==> src/rtl/ysyx_25040111_ifu_pkg.sv <==
// Shared types and constants for the instruction fetch unit.
// Imported by the IFU interface, core and testbench.
package ysyx_25040111_ifu_pkg;

  localparam logic [31:0] RESET_PC_DEF = 32'h8000_0000;
  localparam logic [1:0]  RESP_OKAY    = 2'b00;

  typedef enum logic [2:0] {
    S_IDLE = 3'd0,
    S_REQ  = 3'd1,
    S_RESP = 3'd2,
    S_OUT  = 3'd3,
    S_NPC  = 3'd4
  } ifu_state_e;

  // Bundle handed to the IDU
  typedef struct packed {
    logic [31:0] inst;
    logic [31:0] pc;
    logic        fault;
  } if_id_t;

  function automatic logic pc_aligned(
    input logic [31:0] a
  );
    return a[1:0] == 2'b00;
  endfunction

endpackage

==> src/rtl/ysyx_25040111_ifu_if.sv <==
// Fetch-side bus: AXI4-Lite read channel, IDU handshake
// and the next-PC strobe coming back from WBU.
interface ysyx_25040111_ifu_if;
  import ysyx_25040111_ifu_pkg::*;

  logic [31:0] araddr;
  logic        arvalid;
  logic        arready;
  logic [31:0] rdata;
  logic [1:0]  rresp;
  logic        rvalid;
  logic        rready;
  logic [31:0] inst;
  logic [31:0] pc;
  logic        fault;
  logic        inst_valid;
  logic        inst_ready;
  logic        npc_valid;
  logic [31:0] npc;

  modport master (
    output araddr, arvalid, rready,
    output inst, pc, fault, inst_valid,
    input  arready, rdata, rresp, rvalid,
    input  inst_ready, npc_valid, npc
  );

  modport slave (
    input  araddr, arvalid, rready,
    input  inst, pc, fault, inst_valid,
    output arready, rdata, rresp, rvalid,
    output inst_ready, npc_valid, npc
  );
endinterface

==> src/rtl/ysyx_25040111_ifu.sv <==
// Multi-cycle instruction fetch unit: one AXI-Lite read per
// instruction, result held for the IDU until next PC returns.
module ysyx_25040111_ifu
  import ysyx_25040111_ifu_pkg::*;
#(
  parameter logic [31:0] RESET_PC = RESET_PC_DEF,
  parameter int          CNT_W    = 32
) (
  input  logic                 clock,
  input  logic                 reset,
  ysyx_25040111_ifu_if.master  bus,
  output logic [CNT_W-1:0]     fetch_cnt
);

  localparam logic [CNT_W-1:0] CNT_ONE =
    {{(CNT_W-1){1'b0}}, 1'b1};

  ifu_state_e state_q, state_n;

  if_id_t           out_q, out_n;
  logic [31:0]      araddr_q, araddr_n;
  logic             arvalid_q, arvalid_n;
  logic             rready_q, rready_n;
  logic             ivalid_q, ivalid_n;
  logic [CNT_W-1:0] cnt_q, cnt_n;

  always_ff @(posedge clock or posedge reset) begin
    if (reset) begin
      state_q   <= S_IDLE;
      out_q     <= '{inst: 32'h0, pc: RESET_PC, fault: 1'b0};
      araddr_q  <= RESET_PC;
      arvalid_q <= 1'b0;
      rready_q  <= 1'b0;
      ivalid_q  <= 1'b0;
      cnt_q     <= '0;
    end else begin
      state_q   <= state_n;
      out_q     <= out_n;
      araddr_q  <= araddr_n;
      arvalid_q <= arvalid_n;
      rready_q  <= rready_n;
      ivalid_q  <= ivalid_n;
      cnt_q     <= cnt_n;
    end
  end

  always_comb begin
    state_n   = state_q;
    out_n     = out_q;
    araddr_n  = araddr_q;
    arvalid_n = arvalid_q;
    rready_n  = rready_q;
    ivalid_n  = ivalid_q;
    cnt_n     = cnt_q;
    unique case (state_q)
      S_IDLE: begin
        arvalid_n = 1'b1;
        state_n   = S_REQ;
      end
      S_REQ: begin
        // address stays up until the slave takes it
        if (bus.arready) begin
          arvalid_n = 1'b0;
          rready_n  = 1'b1;
          state_n   = S_RESP;
        end
      end
      S_RESP: begin
        if (bus.rvalid) begin
          if (bus.rresp == RESP_OKAY) begin
            out_n.inst  = bus.rdata;
            out_n.fault = 1'b0;
          end else begin
            out_n.inst  = 32'h0;
            out_n.fault = 1'b1;
          end
          rready_n = 1'b0;
          ivalid_n = 1'b1;
          state_n  = S_OUT;
        end
      end
      S_OUT: begin
        if (bus.inst_ready) begin
          ivalid_n = 1'b0;
          cnt_n    = cnt_q + CNT_ONE;
          state_n  = S_NPC;
        end
      end
      S_NPC: begin
        if (bus.npc_valid) begin
          out_n.pc = bus.npc;
          araddr_n = bus.npc;
          if (pc_aligned(bus.npc)) begin
            arvalid_n = 1'b1;
            state_n   = S_REQ;
          end else begin
            // misaligned target faults without touching the bus
            out_n.inst  = 32'h0;
            out_n.fault = 1'b1;
            ivalid_n    = 1'b1;
            state_n     = S_OUT;
          end
        end
      end
      default: state_n = S_IDLE;
    endcase
  end

  assign bus.araddr     = araddr_q;
  assign bus.arvalid    = arvalid_q;
  assign bus.rready     = rready_q;
  assign bus.inst       = out_q.inst;
  assign bus.pc         = out_q.pc;
  assign bus.fault      = out_q.fault;
  assign bus.inst_valid = ivalid_q;
  assign fetch_cnt      = cnt_q;

endmodule

==> src/flat_wrapper.sv <==
// flat-port wrapper written by rule: the top's interface ports become plain ports
module ysyx_25040111_ifu_flat import ysyx_25040111_ifu_pkg::*;
#(
  parameter logic [31:0] RESET_PC = RESET_PC_DEF,
  parameter int          CNT_W    = 32
)
  (clock, reset, fetch_cnt, bus_araddr, bus_arvalid, bus_rready, bus_inst, bus_pc, bus_fault, bus_inst_valid, bus_arready, bus_rdata, bus_rresp, bus_rvalid, bus_inst_ready, bus_npc_valid, bus_npc);
  ysyx_25040111_ifu_if bus_i ();
  input  logic clock;
  input  logic reset;
  output logic [CNT_W-1:0] fetch_cnt;
  output wire logic [$bits(bus_i.araddr)-1:0] bus_araddr;
  output wire logic [$bits(bus_i.arvalid)-1:0] bus_arvalid;
  output wire logic [$bits(bus_i.rready)-1:0] bus_rready;
  output wire logic [$bits(bus_i.inst)-1:0] bus_inst;
  output wire logic [$bits(bus_i.pc)-1:0] bus_pc;
  output wire logic [$bits(bus_i.fault)-1:0] bus_fault;
  output wire logic [$bits(bus_i.inst_valid)-1:0] bus_inst_valid;
  input wire logic [$bits(bus_i.arready)-1:0] bus_arready;
  input wire logic [$bits(bus_i.rdata)-1:0] bus_rdata;
  input wire logic [$bits(bus_i.rresp)-1:0] bus_rresp;
  input wire logic [$bits(bus_i.rvalid)-1:0] bus_rvalid;
  input wire logic [$bits(bus_i.inst_ready)-1:0] bus_inst_ready;
  input wire logic [$bits(bus_i.npc_valid)-1:0] bus_npc_valid;
  input wire logic [$bits(bus_i.npc)-1:0] bus_npc;
  assign bus_araddr = bus_i.araddr;
  assign bus_arvalid = bus_i.arvalid;
  assign bus_rready = bus_i.rready;
  assign bus_inst = bus_i.inst;
  assign bus_pc = bus_i.pc;
  assign bus_fault = bus_i.fault;
  assign bus_inst_valid = bus_i.inst_valid;
  assign bus_i.arready = bus_arready;
  assign bus_i.rdata = bus_rdata;
  assign bus_i.rresp = bus_rresp;
  assign bus_i.rvalid = bus_rvalid;
  assign bus_i.inst_ready = bus_inst_ready;
  assign bus_i.npc_valid = bus_npc_valid;
  assign bus_i.npc = bus_npc;
  ysyx_25040111_ifu #(.RESET_PC(RESET_PC), .CNT_W(CNT_W)) u_core (.clock(clock), .reset(reset), .bus(bus_i), .fetch_cnt(fetch_cnt));
endmodule
==> config.mk <==
export PLATFORM = sky130hd
export DESIGN_NAME = ysyx_25040111_ifu_flat
export DESIGN_NICKNAME = d
export VERILOG_FILES = /design/src/rtl/ysyx_25040111_ifu_pkg.sv /design/src/rtl/ysyx_25040111_ifu_if.sv /design/src/rtl/ysyx_25040111_ifu.sv /design/src/flat_wrapper.sv
export SDC_FILE = /design/constraint.sdc
export NUM_CORES = 1
export LEC_CHECK = 0
export ABC_AREA = 1
export ABC_CLOCK_PERIOD_IN_PS = 6180
export CORE_MARGIN = 4
export CORE_UTILIZATION = 40
export CTS_BUF_LIST = sky130_fd_sc_hd__clkbuf_2
export DETAILED_ROUTE_END_ITERATION = 8
export DONT_BUFFER_PORTS = 1
export PLACE_DENSITY_LB_ADDON = 0.08
export SLEW_MARGIN = 20
export SYNTH_ARGS = -nofsm -noshare
export SYNTH_HDL_FRONTEND = slang
export SYNTH_SLANG_ARGS = --single-unit
==> constraint.sdc <==
create_clock -name clock -period 6.18 [get_ports clock]
set_clock_uncertainty 0.05 [all_clocks]
set_input_delay 1.236 -clock clock [delete_from_list [all_inputs] [get_ports clock]]
set_output_delay 1.236 -clock clock [all_outputs]
set_load 0.01 [all_outputs]
======== Yosys cells after proc, flatten, opt, wreduce, memory -nomap -nowiden ========
Index checks and enable logic that the tools add are counted.
Widths: inputs -> output; s select.
word-level totals
  word-level logic and storage cells ...... 59
  bits in read-only memories .............. 0
  memory bits (writable) .................. 0
  bits in latches ......................... 0
  output and inout port bits .............. 132
  memories kept ........................... 0
  input bits .............................. 72
  register bits after elaboration ......... 103
operators by class
  divide/modulo/power cells ............... 0
  shift operators ......................... 0
  magnitude comparators ................... 0
  multiply operators ...................... 0
  muxes and demuxes ....................... 26
  equality and inequality tests ........... 10
  bitwise gates (word level) .............. 0
  add/subtract/negate cells ............... 1
  reduce and logical (&&, ||, !) cells .... 14
operators with widths
  cell                   count
  $mux 32                3
  $mux 65                1
  $pmux 32 s2            1
  $add 32x1->32 const B  1
  $pmux 3 s5             1
  $mux 3                 4
  $reduce_and 4->1       3
  $mux 1                 11
  $ne 2x2->1 const B     5
  $eq 3x2->1 const B     2
  $pmux 1 s3             2
  $reduce_bool 3->1      2
  $reduce_and 5->1       1
  $logic_not 2->1        2
  $pmux 1 s2             2
  $reduce_and 2->1       2
  $reduce_bool 2->1      2
  $eq 3x1->1 const B     1
  $eq 3x3->1 const B     1
  $logic_not 3->1        1
  $reduce_and 3->1       1
  $mux 2                 1
  $ne 2x1->1 const B     1

======== Longest topological paths before layout ========
Gate-level depths: netlist (run 1).
  depth after elaboration ................. 4
  depth in mapped cells ................... 10
  gate-level depth less buffers ........... 8

======== Worst setup path before layout (run 1) ========
No wires, ideal clock.
  path type ............................... input port to flip-flop
  start ................................... input port bus_npc_valid
  end ..................................... register u_core.out_q, in the netlist u_core.bus.inst[0]
  slack ................................... 3.987 ns
  required time ........................... 6.009 ns
  stages on the path ...................... 8
  setup time .............................. 0.121 ns
  data arrival time ....................... 2.022 ns
  path buffers ............................ 3
  cells stage by stage .................... clkbuf_1 inv_1 nand2_2 nand3_2 buf_6 buf_8 nand2_1 o21ai_1
between the ends
  cells in the longest elaborated chain, start to end .. 2
ends and longest elaborated chain
  item                               RTL line                 source
  from (decl)                        flat_wrapper.sv:24       input wire logic [$bits(bus_i.npc_valid)-1:0] bus_npc_valid;
  $ne 2x2->1 (no source line)        -
  $reduce_and 4->1 (no source line)  -
  to (signal assigned)               ysyx_25040111_ifu.sv:30  out_q <= '{inst: 32'h0, pc: RESET_PC, fault: 1'b0};
  to (signal assigned)               ysyx_25040111_ifu.sv:38  out_q <= out_n;
  to (decl)                          ysyx_25040111_ifu.sv:20  if_id_t out_q, out_n;
Every way passes these cells.
A chain may end at the register's enable or synchronous reset.

==> out/summary.txt, run 1 <==
dpl hpwl = 8880 microns
Synth area leaders = dfrtp_1 51%, nand2_1 16%, nand3_1 7.4%
Sequential Area = 0.00258 sq mm
DR iter-0 viols = 132
Pwr Total = 2.07 mW
post-CTS sizing = 0
Yosys top cell by area = dfrtp_1
NumNets Final = 650
Ys Warns = 0
fillers = 1265
CP Max Fanout = 3
H-tree depth = 3
WL final = 12400 microns
initial antenna violation count = 0
first-pass GRT wire length = 19600 microns
RR Startpoint = u_core.state_q[1]$_DFFE_PP0P_
DRC Markers = 0
post-route ant nets = 0
crit share post-route = 0.411
Reg power frac = 0.620
Synth Cell Area = 0.00504 sq mm
Period minus WS final = 2.54 ns
vias in the first global route = 3641
most common library cells after synthesis = 212 x nand2_1, 102 x dfrtp_1, 74 x nand3_1, 47 x nor2_1, 36 x inv_1
GRT overflow = 0
Post-synth EDFFs = 0
CP startpoint = u_core.bus.pc[31]$_DFFE_PP1P_
Die Area = 0.0145 sq mm
Multi-input gate area = 0.00193 sq mm
Hold Fails Final Rpt = 0
Core Region = 0.0122 sq mm
clock network power share = 0.175
Synth top area share = 0.507
crit path launch type = flop
Leak = 2.38 nW
Async SR Flop Fraction = 1.00
Die X = 120 microns
Fmax achieved = 0.394 GHz
Inserted Clock Buffers = 9
setup bufs post-CTS = 0
final RePlAce weighted congestion = 0.823
ant diodes = 0
status = finished clean
port buffer count = 0
P_sw = 893 uW
CTS tree = done
Int Pwr = 1.17 mW
worst r2r dst = u_core.bus.inst[28]$_DFFE_PP0P_
Root Buffer = clkbuf_2
# Max-Cap Violations = 0
Netlist cell types = 34
WP data required = 4.89 ns
Hold-fix buffers, CTS = 0
syn_area_per_cell = 8.15 sq um
Die H = 120 microns
Critical Path AT = 1.25 ns
area added between synthesis and finish = -0.174%
fraction of layout cells with a size suffix above 1 = 0.0567
vias per inst = 5.00
# IOs = 204
peak supply drop = 0.000167 V
first-pass iteration count of the detailed router = 4
most frequent cell after synthesis = nand2_1
Cell Pwr Density = 411 mW/mm^2
Critical Path Stages = 0
worst setup path end = bus_araddr[31]
routed vias = 3751
#FFs+latches synth = 103
Post-Synthesis Cells = 618
CP Capture Type = output pin
Slew @ Worst Pin = 0.761 ns
clock tree buffer depth = 2
Synthesized Nets = 691
Post-synth top flop = dfrtp_1
kind of critical path = flop to output pin
combinational power share = 0.205
CTS Sinks = 103
RSZ-0062 raised after global routing = false
largest net degree at the start of global routing = 68
TNS Setup = 0 ns
worst min-delay path class = primary input to asynchronous set/reset pin
sequential fraction of the synthesis area = 0.512
max-slew violations = 0
worst r2r path cells = 8
r2r setup slk = 3.65 ns
Clock Latency Late Sink = 0.58 ns
sw frac = 0.432
row cnt = 40
Setup Viol. Count Final = 0
clock slew at reported path FFs = 0.27 ns
DR WL/cell = 16.5 microns
GRT Util Overall = 0.172
Max-slew headroom = 0.493
Initial Utilization = 0.414
## sequential cells by signal (all words and copies together) (netlist names)
signal                 count
u_core.bus.inst           32
u_core.bus.arvalid         1
u_core.bus.fault           1
u_core.bus.inst_valid      1
u_core.state_q             3
u_core.bus.rready          1
u_core.fetch_cnt          32
u_core.bus.pc             32
## cells by family after synthesis
group,Yosys count,synth area share
adder cells (fa/ha/maj),1,0.00248
buffers and inverters,95,0.105
XOR/XNOR,14,0.0243
AND/OR/NAND/NOR,358,0.305
AO/OA/AOI/OAI,47,0.0507
flip-flops,103,0.512
## power groups by stage
stage               sequential [mW]  combinational, mW  clock, mW
floorplan                      1.16              0.617          0
global placement               1.31              0.416          0
detailed placement             1.31              0.430          0
CTS                            1.29              0.432      0.380
global route                   1.33              0.500      0.411
finish                         1.28              0.424      0.361
## final cells by class
type,count,share of cell area
multi-input combinational,420,0.384
sequential,103,0.513
inverter,39,0.0296
clock inverter,6,0.0164
clock buffer,10,0.00995
timing repair buffer,4,0.00597
tap,168,0.0418
## layer usage
layer  vias up  share of wire  track usage
met1      1746           0.41        0.204
li1       1855              -            -
met2       135           0.49        0.289
met3        15          0.082       0.0538
met4         0          0.020       0.0729
met5         -              0            0
## how the worst min path moves through the flow
stage | from | end | slack [ns]
global placement | u_core.bus.pc[31]$_DFFE_PP1P_ | u_core.bus.pc[31]$_DFFE_PP1P_ | 0.47
global route | reset | u_core.bus.inst[29]$_DFFE_PP0P_ | 0.43
CTS | reset | u_core.fetch_cnt[0]$_DFFE_PP0P_ | 0.44
detailed placement | u_core.bus.pc[31]$_DFFE_PP1P_ | u_core.bus.pc[31]$_DFFE_PP1P_ | 0.47
floorplan | u_core.bus.pc[31]$_DFFE_PP1P_ | u_core.bus.pc[31]$_DFFE_PP1P_ | 0.42
finish | reset | u_core.fetch_cnt[12]$_DFFE_PP0P_ | 0.49
## cell usage in the layout (no fill, tap or decap)
cell type and n:
inv_6 1, nand4_4 1, xor2_1 8, inv_1 35
bufinv_16 2, o21bai_1 2, dfrtp_1 102, buf_4 4
o2111ai_1 1, nand4_1 7, nor3_1 2, nand3b_1 7
a21oi_1 2, o21ai_2 3, inv_2 2, nor2_2 1
nand2_2 1, o21ai_1 27, o21ai_0 12, and2_1 1
clkbuf_2 10, dfstp_2 1, ha_1 1, nor2_4 2
nand3_1 74, nand2_1 212, clkinv_2 2, nor2_1 47
nand2_4 1, inv_4 1, nand3_2 1, xnor2_1 6
nor2b_1 1, clkinv_1 2
## metrics by stage
stage	util	cells	hold WS (ns)	setup WS [ns]	instance area, sq um
2_1_floorplan	-	618	0.425	2.19	5040
3_3_place_gp	0.403	734	0.467	3.65	4900
3_5_place_dp	0.403	734	0.468	3.62	4900
4_1_cts	0.414	750	0.435	3.57	5030
5_1_grt	0.414	750	0.427	3.33	5030
6_report	0.414	750	0.489	3.64	5030
No activity file was read; power rests on OpenSTA's default activity.
==> run 2: changes to the inputs <==
- ABC_CLOCK_PERIOD_IN_PS: 6180 -> 2500
- clock period: 6.18 -> 2.5 ns (I/O delays scaled with it)
==> run 2 against run 1 <==
  * Global-route usage increased by 1.8 points
  * Hold slack got worse by 0.40 ns
  * Register-to-register slack worse by 3.4 ns
  * Cell area increased by 21%
  * Clock power rose by 120%
  * Non-clock buffer count rose by 101
==> out/summary.txt, run 2 (synthesis results as in run 1) <==
Max-slew headroom = 0.615
first-pass iteration count of the detailed router = 4
largest net degree at the start of global routing = 47
Critical Path AT = 2.75 ns
vias per inst = 4.95
Leak = 2.73 nW
Period minus WS final = 2.25 ns
DRC Markers = 0
first-pass GRT wire length = 22000 microns
RR Startpoint = u_core.state_q[0]$_DFFE_PP0P_
most frequent cells in the layout = 212 x nand2_1, 102 x dfrtp_1, 98 x dlygate4sd3_1, 74 x nand3_1, 47 x nor2_1
worst min-delay path class = primary input to flop
Cell Pwr Density = 863 mW/mm^2
CP startpoint = u_core.state_q[0]$_DFFE_PP0P_
kind of critical path = flop to flop
WL final = 13500 microns
row cnt = 40
Slew @ Worst Pin = 0.577 ns
GRT overflow = 0
crit path setup slack, layout = 0.247 ns
ant diodes = 0
routed vias = 4213
vias in the first global route = 4314
RSZ-0062 raised after global routing = false
fillers = 1183
# Max-Cap Violations = 0
NumNets Final = 751
TNS Setup = 0 ns
crit path launch type = flop
CTS Sinks = 103
Initial Utilization = 0.414
crit share post-route = 0.901
post-route ant nets = 0
CP Max Fanout = 31
Root Buffer = clkbuf_2
DR WL/cell = 15.9 microns
Die H = 120 microns
Clock Latency Late Sink = 0.59 ns
dpl hpwl = 9220 microns
Fmax achieved = 0.444 GHz
clock slew at reported path FFs = 0.28 ns
max-slew violations = 0
status = finished clean
min-delay src = bus_rresp[0]
# IOs = 204
WP data required = 3.00 ns
Setup Viol. Count Final = 0
Hold Fails Final Rpt = 0
peak supply drop = 0.000359 V
post-CTS sizing = 0
CP Capture Type = flop
Die X = 120 microns
DR iter-0 viols = 254
Inserted Clock Buffers = 9
port buffer count = 0
final RePlAce weighted congestion = 0.790
Core Region = 0.0122 sq mm
H-tree depth = 3
initial antenna violation count = 0
clock tree buffer depth = 2
fraction of layout cells with a size suffix above 1 = 0.0527
GRT Util Overall = 0.190
pre-CTS setup slack = 0.507 ns
Die Area = 0.0145 sq mm
area added between synthesis and finish = 20.6%
Pwr Total = 5.24 mW
Hold-fix buffers, CTS = 98
CTS tree = done
setup bufs post-CTS = 0
commonest non-fill, non-tap cell in the layout = nand2_1
-- run 2: final cells by class --
| class | instances | area [sq um] | share of cell area |
|---|---|---|---|
| clock buffer | 10 | 50.0 | 0.00824 |
| clock inverter | 6 | 60.1 | 0.00989 |
| inverter | 39 | 150 | 0.0247 |
| multi-input combinational | 420 | 1930 | 0.318 |
| sequential | 103 | 2580 | 0.425 |
| tap | 168 | 210 | 0.0346 |
| timing repair buffer | 105 | 1100 | 0.180 |
-- run 2: final timing paths --
path | to | slack, ns | depth (start not counted)
setup / recovery | u_core.bus.pc[9]$_DFFE_PP0P_ | 0.25 | 7
hold / removal | u_core.bus.inst[20]$_DFFE_PP0P_ | 0.09 | 3
min in group asynchronous | u_core.fetch_cnt[17]$_DFFE_PP0P_ | 0.35 | 2
hold reg to reg | u_core.bus.pc[31]$_DFFE_PP1P_ | 0.50 | 2
max in group asynchronous | u_core.bus.pc[31]$_DFFE_PP1P_ | 1.41 | 3
setup reg to reg | u_core.bus.pc[9]$_DFFE_PP0P_ | 0.25 | 7
-- run 2: critical path: stages (launching register included) --
cell	delay (ns)
dfrtp_1	0.55
nor2_4	0.17
nand2_4	0.19
inv_2	0.13
buf_4	0.31
nand3_1	0.13
dlygate4sd3_1	0.59
nand2_1	0.08
-- run 2: per-layer routing --
metal | up-vias | share of wire | GRT usage
met5 | - | 0 | 0
met4 | 0 | 0.024 | 0.0765
met3 | 24 | 0.074 | 0.0538
met2 | 154 | 0.51 | 0.334
met1 | 1978 | 0.39 | 0.219
li1 | 2057 | - | -
-- run 2: metrics by stage --
step                      utilization  hold slack [ns]  instance area [sq um]  std cells
final                           0.499           0.0852                   6070        851
after CTS                       0.499           0.0171                   6070        851
after global routing            0.499           0.0298                   6070        851
after global placement          0.410            0.409                   4980        737
after detailed placement        0.410            0.410                   4980        737
after floorplan                     -            0.425                   5040        618
-- run 2: report_power, final --
| part | internal, mW | switching, mW |
|---|---|---|
| Clock | 0.232 | 0.564 |
| Sequential | 2.21 | 0.976 |
| Combinational | 0.524 | 0.734 |
==> run 3: changes to the inputs <==
- RECOVER_POWER: default -> 50
==> run 3 against run 2 <==
  * Global-route usage unchanged
  * Critical endpoint unchanged
  * Non-clock buffer count unchanged
  * Critical path type unchanged
  * Critical path depth unchanged
==> out/summary.txt, run 3 (synthesis results as in run 1) <==
Setup Viol. Count Final = 0
ant diodes = 0
largest net degree at the start of global routing = 47
GRT Util Overall = 0.190
Layout Utilization = 0.497
final RePlAce weighted congestion = 0.790
status = finished clean
DR WL/cell = 16.0 microns
CTS Sinks = 103
Cell Pwr Density = 867 mW/mm^2
clock slew at reported path FFs = 0.28 ns
Clock Latency Late Sink = 0.59 ns
Period minus WS final = 2.24 ns
WP data required = 2.99 ns
placed insts = 737
GRT overflow = 0
Sequential Area = 0.00258 sq mm
Critical Path AT = 2.74 ns
# IOs = 204
Die X = 120 microns
Fmax achieved = 0.446 GHz
Multi-input gate area = 0.00192 sq mm
crit path launch type = flop
post-CTS sizing = 0
max-slew violations = 0
DR iter-0 viols = 215
peak supply drop = 0.000359 V
CP Max Fanout = 31
kind of critical path = flop to flop
Hold Fails Final Rpt = 0
Slew @ Worst Pin = 1.12 ns
Initial Utilization = 0.414
DRC Markers = 0
worst setup path end = u_core.bus.pc[9]$_DFFE_PP0P_
dpl hpwl = 9220 microns
clock tree buffer depth = 2
fillers = 1190
H-tree depth = 3
first-pass iteration count of the detailed router = 4
# Max-Cap Violations = 0
initial antenna violation count = 0
Core Region = 0.0122 sq mm
CTS tree = done
most frequent cells in the layout = 213 x nand2_1, 102 x dfrtp_1, 98 x dlygate4sd3_1, 74 x nand3_1, 49 x nor2_1
RR Startpoint = u_core.state_q[0]$_DFFE_PP0P_
NumNets Final = 751
CP startpoint = u_core.state_q[0]$_DFFE_PP0P_
routed vias = 4214
worst r2r path cells = 7
commonest non-fill, non-tap cell in the layout = nand2_1
Root Buffer = clkbuf_2
Inserted Clock Buffers = 9
Leak = 2.73 nW
worst r2r dst = u_core.bus.pc[9]$_DFFE_PP0P_
post-route ant nets = 0
TNS Setup = 0 ns
area added between synthesis and finish = 20.0%
port buffer count = 0
crit share post-route = 0.898
RSZ-0062 raised after global routing = false
first-pass GRT wire length = 22000 microns
Die H = 120 microns
Max-slew headroom = 0.247
worst min-delay path class = primary input to flop
Die Area = 0.0145 sq mm
CP Capture Type = flop
r2r setup slk = 0.26 ns
WL final = 13600 microns
Finished Layout Cells = 851
vias per inst = 4.95
vias in the first global route = 4314
row cnt = 40
fraction of layout cells with a size suffix above 1 = 0.0483
[run 3: worst min-delay path by stage]
stage                                       start                               to  slack, ns  cells after the start
finish                               bus_rresp[0]  u_core.bus.inst[20]$_DFFE_PP0P_       0.08                      3
detailed placement                          reset  u_core.fetch_cnt[3]$_DFFE_PP0P_       0.41                      1
floorplan           u_core.bus.pc[31]$_DFFE_PP1P_    u_core.bus.pc[31]$_DFFE_PP1P_       0.42                      2
CTS                                bus_inst_ready    u_core.state_q[1]$_DFFE_PP0P_       0.02                      2
global route                       bus_inst_ready    u_core.state_q[1]$_DFFE_PP0P_       0.03                      2
global placement                            reset  u_core.fetch_cnt[3]$_DFFE_PP0P_       0.41                      1
[run 3: routing by layer]
| layer | vias to the layer above | part of all wire | global-route usage |
|---|---|---|---|
| met5 | - | 0 | 0 |
| met3 | 24 | 0.075 | 0.0538 |
| li1 | 2055 | - | - |
| met2 | 153 | 0.51 | 0.334 |
| met1 | 1982 | 0.39 | 0.219 |
| met4 | 0 | 0.024 | 0.0765 |
[run 3: power by group]
| part | internal, mW | switching, mW | total, mW |
|---|---|---|---|
| combinational | 0.521 | 0.732 | 1.25 |
| sequential | 2.21 | 0.976 | 3.19 |
| clock | 0.232 | 0.564 | 0.797 |
| total | 2.97 | 2.27 | 5.24 |
[run 3: final cells by class]
class,instances,share of cell area
tap,168,0.0348
clock buffer,10,0.00828
sequential,103,0.427
multi-input combinational,420,0.317
timing repair buffer,105,0.179
inverter,39,0.0244
clock inverter,6,0.00994
[run 3: timing repair]
action / in CTS / in global routing
endpoints found under the setup margin: 0 / 0
buffers inserted: 0 / 0
hold buffers: 98 / 0
hold endpoints to repair: 89 / 0
[run 3: per-stage QoR]
| step | power [mW] | cell area [sq um] | hold slack, ns | setup WS (ns) |
|---|---|---|---|---|
| after floorplan | 4.39 | 5040 | 0.425 | 0.719 |
| after global placement | 4.34 | 4980 | 0.409 | 0.558 |
| after detailed placement | 4.40 | 4980 | 0.410 | 0.507 |
| after CTS | 5.32 | 6070 | 0.0171 | 0.229 |
| after global routing | 5.66 | 6040 | 0.0298 | 0.0779 |
| final | 5.24 | 6040 | 0.0834 | 0.256 |
[run 3: worst max-delay path, cell delays in order (launching register included)]
cell           delay, ns
dfrtp_1             0.55
nor2_4              0.17
nand2_4             0.19
inv_2               0.12
buf_4               0.31
nand3_1             0.13
dlygate4sd3_1       0.59
nand2_1             0.08
